$ cat src/rtl/cpu_defs.sv
// Shared definitions for the 16-bit-instruction / 8-bit-data core.
// Holds the opcode map, the datapath select codes used by the controller and
// the immediate generator, and the controller state type.
package cpu_defs;

    localparam logic [3:0] OP_ADD   = 4'h0;
    localparam logic [3:0] OP_SUB   = 4'h1;
    localparam logic [3:0] OP_AND   = 4'h2;
    localparam logic [3:0] OP_OR    = 4'h3;
    localparam logic [3:0] OP_XOR   = 4'h4;
    localparam logic [3:0] OP_SHL   = 4'h5;
    localparam logic [3:0] OP_SHR   = 4'h6;
    localparam logic [3:0] OP_ADDI  = 4'h7;
    localparam logic [3:0] OP_LOAD  = 4'h8;
    localparam logic [3:0] OP_STORE = 4'h9;
    localparam logic [3:0] OP_LDI   = 4'hA;
    localparam logic [3:0] OP_BEQ   = 4'hB;
    localparam logic [3:0] OP_BNE   = 4'hC;
    localparam logic [3:0] OP_JMP   = 4'hD;
    localparam logic [3:0] OP_NOP   = 4'hE;
    localparam logic [3:0] OP_HALT  = 4'hF;

    localparam logic [1:0] IMM_SRC_LDI_JMP = 2'b00;
    localparam logic [1:0] IMM_SRC_MEM_BR  = 2'b01;
    localparam logic [1:0] IMM_SRC_SHIFT   = 2'b10;
    localparam logic [1:0] IMM_SRC_ADDI    = 2'b11;

    localparam logic [2:0] ALU_OP_ADD    = 3'b000;
    localparam logic [2:0] ALU_OP_SUB    = 3'b001;
    localparam logic [2:0] ALU_OP_AND    = 3'b010;
    localparam logic [2:0] ALU_OP_OR     = 3'b011;
    localparam logic [2:0] ALU_OP_XOR    = 3'b100;
    localparam logic [2:0] ALU_OP_SHL    = 3'b101;
    localparam logic [2:0] ALU_OP_SHR    = 3'b110;
    localparam logic [2:0] ALU_OP_PASS_B = 3'b111;

    localparam logic [1:0] WB_SEL_ALU = 2'b00;
    localparam logic [1:0] WB_SEL_MEM = 2'b01;
    localparam logic [1:0] WB_SEL_IMM = 2'b10;

    localparam logic [1:0] PC_SRC_INC    = 2'b00;
    localparam logic [1:0] PC_SRC_BRANCH = 2'b01;
    localparam logic [1:0] PC_SRC_JUMP   = 2'b10;

    typedef enum logic [2:0] {
        ST_FETCH,
        ST_DECODE,
        ST_EXECUTE,
        ST_MEMORY,
        ST_WRITEBACK,
        ST_HALT
    } state_t;

endpackage

$ cat src/rtl/multicycle_control_unit_if.sv
// Shared memory port between the controller and memory.
//   instr      read data (instruction word during FETCH)
//   mem_ready  memory completes the access this cycle
//   mem_req    access request
//   mem_we     write access
//   addr_sel   address source: 0 = PC, 1 = ALU result
// master = controller side, slave = memory side.
interface multicycle_control_unit_if;
    logic [15:0] instr;
    logic        mem_ready;
    logic        mem_req;
    logic        mem_we;
    logic        addr_sel;

    modport master (input instr, mem_ready, output mem_req, mem_we, addr_sel);
    modport slave  (output instr, mem_ready, input mem_req, mem_we, addr_sel);
endinterface

$ cat src/rtl/mem_timeout_counter.sv
// Counts consecutive cycles a memory request waits for ready.
//   clk, rst_n  clock, async active-low reset
//   req, ready  request and completion of the current access
//   expired     count has reached TIMEOUT_CYCLES (never when TIMEOUT_CYCLES = 0)
module mem_timeout_counter #(
    parameter int unsigned TIMEOUT_CYCLES = 255
) (
    input  logic clk,
    input  logic rst_n,
    input  logic req,
    input  logic ready,
    output logic expired
);
    localparam int unsigned W = (TIMEOUT_CYCLES > 1) ? $clog2(TIMEOUT_CYCLES + 1) : 1;

    generate
        if (TIMEOUT_CYCLES == 0) begin : g_off
            logic unused_off;
            assign unused_off = clk ^ rst_n ^ req ^ ready;
            assign expired    = 1'b0;
        end else begin : g_on
            logic [W-1:0] count;

            always_ff @(posedge clk or negedge rst_n) begin
                if (!rst_n) begin
                    count <= '0;
                end else if (req && ready) begin
                    count <= '0;
                end else if (req && !expired) begin
                    count <= count + 1'b1;
                end
            end

            assign expired = (count == W'(TIMEOUT_CYCLES));
        end
    endgenerate
endmodule

$ cat src/rtl/multicycle_control_unit.sv
// Multi-cycle FSM controller: sequences fetch, decode, execute, memory and
// writeback over a shared memory port, and drives all datapath strobes.
//   clk, rst_n     clock, async active-low reset
//   bus            memory port (instr, mem_ready in; mem_req, mem_we, addr_sel out)
//   zero           ALU zero flag, sampled in EXECUTE
//   ir_write, pc_write, pc_src, imm_src, alu_op, alu_src_b, reg_write, wb_sel
//                  datapath strobes
//   instr_retired  pulse on the last cycle of each instruction
//   halted         FSM is in HALT
//   bus_err        sticky memory-timeout flag
module multicycle_control_unit
    import cpu_defs::*;
#(
    parameter int unsigned TIMEOUT_CYCLES = 255
) (
    input  logic                        clk,
    input  logic                        rst_n,
    multicycle_control_unit_if.master   bus,
    input  logic                        zero,
    output logic                        ir_write,
    output logic                        pc_write,
    output logic [1:0]                  pc_src,
    output logic [1:0]                  imm_src,
    output logic [2:0]                  alu_op,
    output logic                        alu_src_b,
    output logic                        reg_write,
    output logic [1:0]                  wb_sel,
    output logic                        instr_retired,
    output logic                        halted,
    output logic                        bus_err
);
    state_t     state, next_state;
    logic [3:0] opcode;
    logic       active;
    logic       bus_err_q;
    logic       expired;
    logic       mem_req, mem_we, addr_sel;
    logic       unused_instr;

    assign unused_instr = ^bus.instr[11:0];

    // active keeps every strobe low through reset and until the first clock
    // after release, so mem_req does not rise combinationally with rst_n.
    always_ff @(posedge clk or negedge rst_n) begin
        if (!rst_n) begin
            state     <= ST_FETCH;
            opcode    <= OP_NOP;
            active    <= 1'b0;
            bus_err_q <= 1'b0;
        end else begin
            active <= 1'b1;
            state  <= next_state;
            if (ir_write) opcode <= bus.instr[15:12];
            if (expired)  bus_err_q <= 1'b1;
        end
    end

    always_comb begin
        next_state    = state;
        mem_req       = 1'b0;
        mem_we        = 1'b0;
        addr_sel      = 1'b0;
        ir_write      = 1'b0;
        pc_write      = 1'b0;
        pc_src        = PC_SRC_INC;
        imm_src       = IMM_SRC_LDI_JMP;
        alu_op        = ALU_OP_ADD;
        alu_src_b     = 1'b0;
        reg_write     = 1'b0;
        wb_sel        = WB_SEL_ALU;
        instr_retired = 1'b0;

        if (!active) begin
            next_state = state;
        end else if (expired) begin
            next_state = ST_HALT;
        end else begin
            unique case (state)
                ST_FETCH: begin
                    mem_req = 1'b1;
                    if (bus.mem_ready) begin
                        ir_write   = 1'b1;
                        pc_write   = 1'b1;
                        pc_src     = PC_SRC_INC;
                        next_state = ST_DECODE;
                    end
                end
                ST_DECODE: begin
                    case (opcode)
                        OP_JMP: begin
                            pc_write      = 1'b1;
                            pc_src        = PC_SRC_JUMP;
                            imm_src       = IMM_SRC_LDI_JMP;
                            instr_retired = 1'b1;
                            next_state    = ST_FETCH;
                        end
                        OP_NOP: begin
                            instr_retired = 1'b1;
                            next_state    = ST_FETCH;
                        end
                        OP_HALT: begin
                            instr_retired = 1'b1;
                            next_state    = ST_HALT;
                        end
                        OP_LDI:  next_state = ST_WRITEBACK;
                        default: next_state = ST_EXECUTE;
                    endcase
                end
                ST_EXECUTE: begin
                    next_state = ST_WRITEBACK;
                    case (opcode)
                        OP_ADD: alu_op = ALU_OP_ADD;
                        OP_SUB: alu_op = ALU_OP_SUB;
                        OP_AND: alu_op = ALU_OP_AND;
                        OP_OR:  alu_op = ALU_OP_OR;
                        OP_XOR: alu_op = ALU_OP_XOR;
                        OP_SHL, OP_SHR: begin
                            alu_op    = (opcode == OP_SHL) ? ALU_OP_SHL : ALU_OP_SHR;
                            alu_src_b = 1'b1;
                            imm_src   = IMM_SRC_SHIFT;
                        end
                        OP_ADDI: begin
                            alu_op    = ALU_OP_ADD;
                            alu_src_b = 1'b1;
                            imm_src   = IMM_SRC_ADDI;
                        end
                        OP_LOAD, OP_STORE: begin
                            alu_op     = ALU_OP_ADD;
                            alu_src_b  = 1'b1;
                            imm_src    = IMM_SRC_MEM_BR;
                            next_state = ST_MEMORY;
                        end
                        OP_BEQ, OP_BNE: begin
                            alu_op  = ALU_OP_SUB;
                            imm_src = IMM_SRC_MEM_BR;
                            if ((opcode == OP_BEQ) ? zero : !zero) begin
                                pc_write = 1'b1;
                                pc_src   = PC_SRC_BRANCH;
                            end
                            instr_retired = 1'b1;
                            next_state    = ST_FETCH;
                        end
                        default: next_state = ST_FETCH;
                    endcase
                end
                ST_MEMORY: begin
                    mem_req  = 1'b1;
                    addr_sel = 1'b1;
                    mem_we   = (opcode == OP_STORE);
                    if (bus.mem_ready) begin
                        if (opcode == OP_STORE) begin
                            instr_retired = 1'b1;
                            next_state    = ST_FETCH;
                        end else begin
                            next_state = ST_WRITEBACK;
                        end
                    end
                end
                ST_WRITEBACK: begin
                    reg_write     = 1'b1;
                    wb_sel        = (opcode == OP_LOAD) ? WB_SEL_MEM :
                                    (opcode == OP_LDI)  ? WB_SEL_IMM : WB_SEL_ALU;
                    instr_retired = 1'b1;
                    next_state    = ST_FETCH;
                end
                ST_HALT: next_state = ST_HALT;
                default: next_state = ST_FETCH;
            endcase
        end
    end

    // The counter watches the gated mem_req; expired depends only on its
    // registered count, so there is no combinational loop through mem_req.
    mem_timeout_counter #(.TIMEOUT_CYCLES(TIMEOUT_CYCLES)) u_timeout (
        .clk     (clk),
        .rst_n   (rst_n),
        .req     (mem_req),
        .ready   (bus.mem_ready),
        .expired (expired)
    );

    assign bus.mem_req  = mem_req;
    assign bus.mem_we   = mem_we;
    assign bus.addr_sel = addr_sel;
    assign halted       = (state == ST_HALT);
    assign bus_err      = bus_err_q | expired;
endmodule

$ cat src/flat_wrapper.sv
// flat-port wrapper written by rule: the top's interface ports become plain ports
module multicycle_control_unit_flat import cpu_defs::*;
#(
    parameter int unsigned TIMEOUT_CYCLES = 255
)
  (clk, rst_n, zero, ir_write, pc_write, pc_src, imm_src, alu_op, alu_src_b, reg_write, wb_sel, instr_retired, halted, bus_err, bus_instr, bus_mem_ready, bus_mem_req, bus_mem_we, bus_addr_sel);
  multicycle_control_unit_if bus_i ();
  input  logic clk;
  input  logic rst_n;
  input  logic zero;
  output logic ir_write;
  output logic pc_write;
  output logic [1:0] pc_src;
  output logic [1:0] imm_src;
  output logic [2:0] alu_op;
  output logic alu_src_b;
  output logic reg_write;
  output logic [1:0] wb_sel;
  output logic instr_retired;
  output logic halted;
  output logic bus_err;
  input wire logic [$bits(bus_i.instr)-1:0] bus_instr;
  input wire logic [$bits(bus_i.mem_ready)-1:0] bus_mem_ready;
  output wire logic [$bits(bus_i.mem_req)-1:0] bus_mem_req;
  output wire logic [$bits(bus_i.mem_we)-1:0] bus_mem_we;
  output wire logic [$bits(bus_i.addr_sel)-1:0] bus_addr_sel;
  assign bus_i.instr = bus_instr;
  assign bus_i.mem_ready = bus_mem_ready;
  assign bus_mem_req = bus_i.mem_req;
  assign bus_mem_we = bus_i.mem_we;
  assign bus_addr_sel = bus_i.addr_sel;
  multicycle_control_unit #(.TIMEOUT_CYCLES(TIMEOUT_CYCLES)) u_core (.clk(clk), .rst_n(rst_n), .bus(bus_i), .zero(zero), .ir_write(ir_write), .pc_write(pc_write), .pc_src(pc_src), .imm_src(imm_src), .alu_op(alu_op), .alu_src_b(alu_src_b), .reg_write(reg_write), .wb_sel(wb_sel), .instr_retired(instr_retired), .halted(halted), .bus_err(bus_err));
endmodule
$ cat config.mk
export PLATFORM = sky130hd
export DESIGN_NAME = multicycle_control_unit_flat
export DESIGN_NICKNAME = d
export VERILOG_FILES = /design/src/rtl/cpu_defs.sv /design/src/rtl/multicycle_control_unit_if.sv /design/src/rtl/mem_timeout_counter.sv /design/src/rtl/multicycle_control_unit.sv /design/src/flat_wrapper.sv
export SDC_FILE = /design/constraint.sdc
export NUM_CORES = 1
export LEC_CHECK = 0
export CORE_ASPECT_RATIO = 1.75
export CORE_MARGIN = 4
export CORE_UTILIZATION = 48
export DETAILED_ROUTE_END_ITERATION = 8
export GPL_TIMING_DRIVEN = 0
export PLACE_DENSITY = 0.8
export SLEW_MARGIN = 0
export SYNTH_ARGS = -nofsm -noshare
export SYNTH_HDL_FRONTEND = slang
export SYNTH_SLANG_ARGS = --single-unit
export TNS_END_PERCENT = 5
$ cat constraint.sdc
create_clock -name clk -period 2.5 [get_ports clk]
set_clock_uncertainty 0.05 [all_clocks]
set_input_delay 0.25 -clock clk [delete_from_list [all_inputs] [get_ports clk]]
set_output_delay 0.25 -clock clk [all_outputs]
set_load 0.005 [all_outputs]
==> flow_metrics.tcl <==
set metrics [dict create \
    drive_gt1_share_pct 19.60 \
    rr_endpoint "u_core.u_timeout.g_on.count[3]$_DFFE_PN0P_" \
    fmax_mhz 405.0 \
    synth_edf_count 0 \
    grt_pass1_wl_um 6272 \
    critPathKind "reg2out" \
    power.leakage_nw 0.6975 \
    drt-total-wl_um 3702 \
    r2r_cells 5 \
    finish.instance_area_sq_mm 0.001785 \
    final_common_cell "clkdlybuf4s50_1" \
    worst_path_dominant_cell_family "simple AND/OR/NAND/NOR gates" \
    synth-async-reset-ratio_pct 100.0 \
    htreeDepth 1 \
    rsz0062_at_grt "yes" \
    fin_crit_ps 2469 \
    core.rowCount 25 \
    slew_headroom_pct 49.16 \
    cts_tree "built" \
    crit_chain "and3_4 > nor3b_4 > or3_1 > buf_6 > inv_1 > clkdlybuf4s50_1" \
    ys_warn_count 0 \
    syn_inst 168 \
    power_mw 0.5295 \
    timing.reg2reg.setup_slack_ps 660 \
    p_per_area_mw_per_mm2 296.6 \
    syn_avg_cell_area_sq_um 8.200 \
    finalHoldViolCount 0 \
    tightest_slew_ps 760.3 \
    max-cap-violations 0 \
    drc 0 \
    slew_violations 0 \
    dr_total_vias 1421 \
    gr-total-overflow 0 \
    synthesis.nets 189 \
    final_util_pct 65.61 \
    dp_slack_ps -158.4 \
    n_fill_cell 262 \
    endpoint_kind "output port" \
    synthesis.area_sq_mm 0.001378 \
    timing.rr.start "u_core.state[1]$_DFFE_PN0P_" \
    finalCritPeriodShare_pct 98.77 \
    met2_wirelength_um 2100 \
    layout_common_cells "clkdlybuf4s50_1, nor2_1, nand2_1, o21ai_0, dfrtp_1" \
    insertion_delay_ps 260 \
    whs_ps 389.5 \
    ys_types 49 \
    max_stage_delay_ps 490 \
    antenna_found_initial 0 \
    hp-class "in2async" \
    ios 39 \
    critPathBufInv 3 \
    wl_per_cell_um 16.38 \
    worst_slack_ps 30.70 \
    firstDrtPassIters 4 \
    yosysSeqAreaShare_pct 31.15 \
    dieWidth_um 48.50 \
    cp_slowest_cell "clkdlybuf4s50_1" \
    grtUsageTotal_pct 20.41 \
    diodes 0 \
    placedInstanceArea_sq_mm 0.001672 \
    drt-initial-drc-count 34 \
    clock_path_buffers 2 \
    cp-start-kind "flip-flop" \
    fin_nets 221 \
    setup_viol 0 \
    synthToLayoutAreaGrowth_pct 29.61 \
    die_area_sq_mm 0.003825 \
    cts_root_buffer "clkbuf_8" \
    max-vdd-ir-drop_mv 0.3057 \
    cts_made_buffers 3 \
    wl_met3_um 185 \
    portBuffers 26 \
    initial_core_util_pct 50.62 \
    worstPathArrival_ps 2170 \
    status "completed" \
    die_h_um 78.87 \
    path_clk_slew_ps 70 \
    critPathMaxFanout 8 \
    highest_layer "met4" \
    gp_congestion 0.9499 \
    synthFlopType "dfrtp_1" \
    grt_pass1_vias 1450 \
    hpwl_um 2901 \
    post_drt_via_cell_ratio 6.288 \
    critPathRequiredTime_ps 2200 \
    final_antenna_net_count 0 \
    ys_seq_elements 17 \
    wl_met1_um 1315 \
    core_sq_mm 0.002721 \
    clkSinkCount 17 \
    grt_max_degree 18 \
]
Yosys cell counts (3+ instances only):
library cell	instances	area, sq um
nor4_1	5	31.28
a21boi_0	3	22.52
nand2_1	14	52.55
dfstp_2	3	78.83
a31oi_1	4	25.02
o21ai_0	13	65.06
nand3_1	9	45.04
inv_1	6	22.52
clkbuf_1	8	30.03
nand2b_1	8	50.05
o31ai_1	4	30.03
buf_2	5	25.02
or3_1	4	25.02
dfrtp_1	14	350.3
mux2_4	4	60.06
nor2_1	16	60.06
nor2b_1	3	18.77
o41ai_1	3	26.28
per-stage QoR:
| step | std cells | setup TNS, ps |
|---|---|---|
| after floorplan | 168 | 0 |
| after global placement | 221 | -182.6 |
| after detailed placement | 221 | -347.9 |
| after CTS | 225 | -268.1 |
| after global routing | 226 | -432.9 |
| final | 226 | 0 |
worst reg2reg max path: cells and delay by family, from the launching register on:
family	cells	cell delay, ps
AOI/OAI and AO/OA	1	280
buffers and inverters	1	200
xor gates and xnor gates	1	170
DFF	1	400
and+or+nand+nor	2	640
how the worst max path moves through the flow:
stage,start,endpoint,cells after the start
global route,u_core.u_timeout.g_on.count[1]$_DFFE_PN0P_,wb_sel[1],6
floorplan,u_core.u_timeout.g_on.count[0]$_DFFE_PN0P_,alu_op[1],6
CTS,u_core.u_timeout.g_on.count[0]$_DFFE_PN0P_,wb_sel[0],6
detailed placement,u_core.u_timeout.g_on.count[0]$_DFFE_PN0P_,wb_sel[0],6
finish,u_core.u_timeout.g_on.count[4]$_DFFE_PN0P_,ir_write,6
global placement,u_core.u_timeout.g_on.count[0]$_DFFE_PN0P_,wb_sel[1],6
power breakdown:
group / leakage (nW) / switching (mW) / internal (mW)
sequential: 0.184 / 0.00436 / 0.279
clock: 0.0255 / 0.0923 / 0.111
combinational: 0.488 / 0.0232 / 0.0201
metal layers:
layer | GRT usage (%) | vias up
li1 | - | 679
met1 | 19.22 | 686
met2 | 39.01 | 46
met3 | 3.002 | 10
met4 | 13.48 | 0
met5 | 0 | -
sequential cells by signal, indices dropped and copies added (netlist names):
signal                       count
u_core.state                     3
u_core.u_timeout.g_on.count      8
u_core.opcode                    4
u_core.bus_err_q                 1
u_core.active                    1
timing repair:
action                                  CTS  global route
endpoints found under the setup margin   16            11
hold buffers                              0             0
hold endpoints to repair                  0             0
resized for setup                        17            13
pin swaps                                 1             3
setup buffers                             0             1
cell type report:
class                      count  area [sq um]  area share (%)
timing repair buffer          27         264.0           14.79
multi-input combinational    131         905.9           50.74
clock inverter                 1         5.005          0.2803
inverter                       6         22.52           1.261
tap                           27         33.78           1.892
sequential                    17         432.9           24.25
buffer                        14         80.08           4.485
clock buffer                   3         41.29           2.313
cells by family after synthesis:
kind of cell               Yosys count  synth area share [%]
xor gates and xnor gates             1                0.6359
adders and majority gates            1                0.9081
buffers and inverters               20                 6.448
AOI/OAI and AO/OA                   44                 23.89
other                                1                0.2722
and+or+nand+nor                     80                 32.33
DFF                                 17                 31.15
muxes                                4                 4.360
Power figures use the tool's default switching activity.
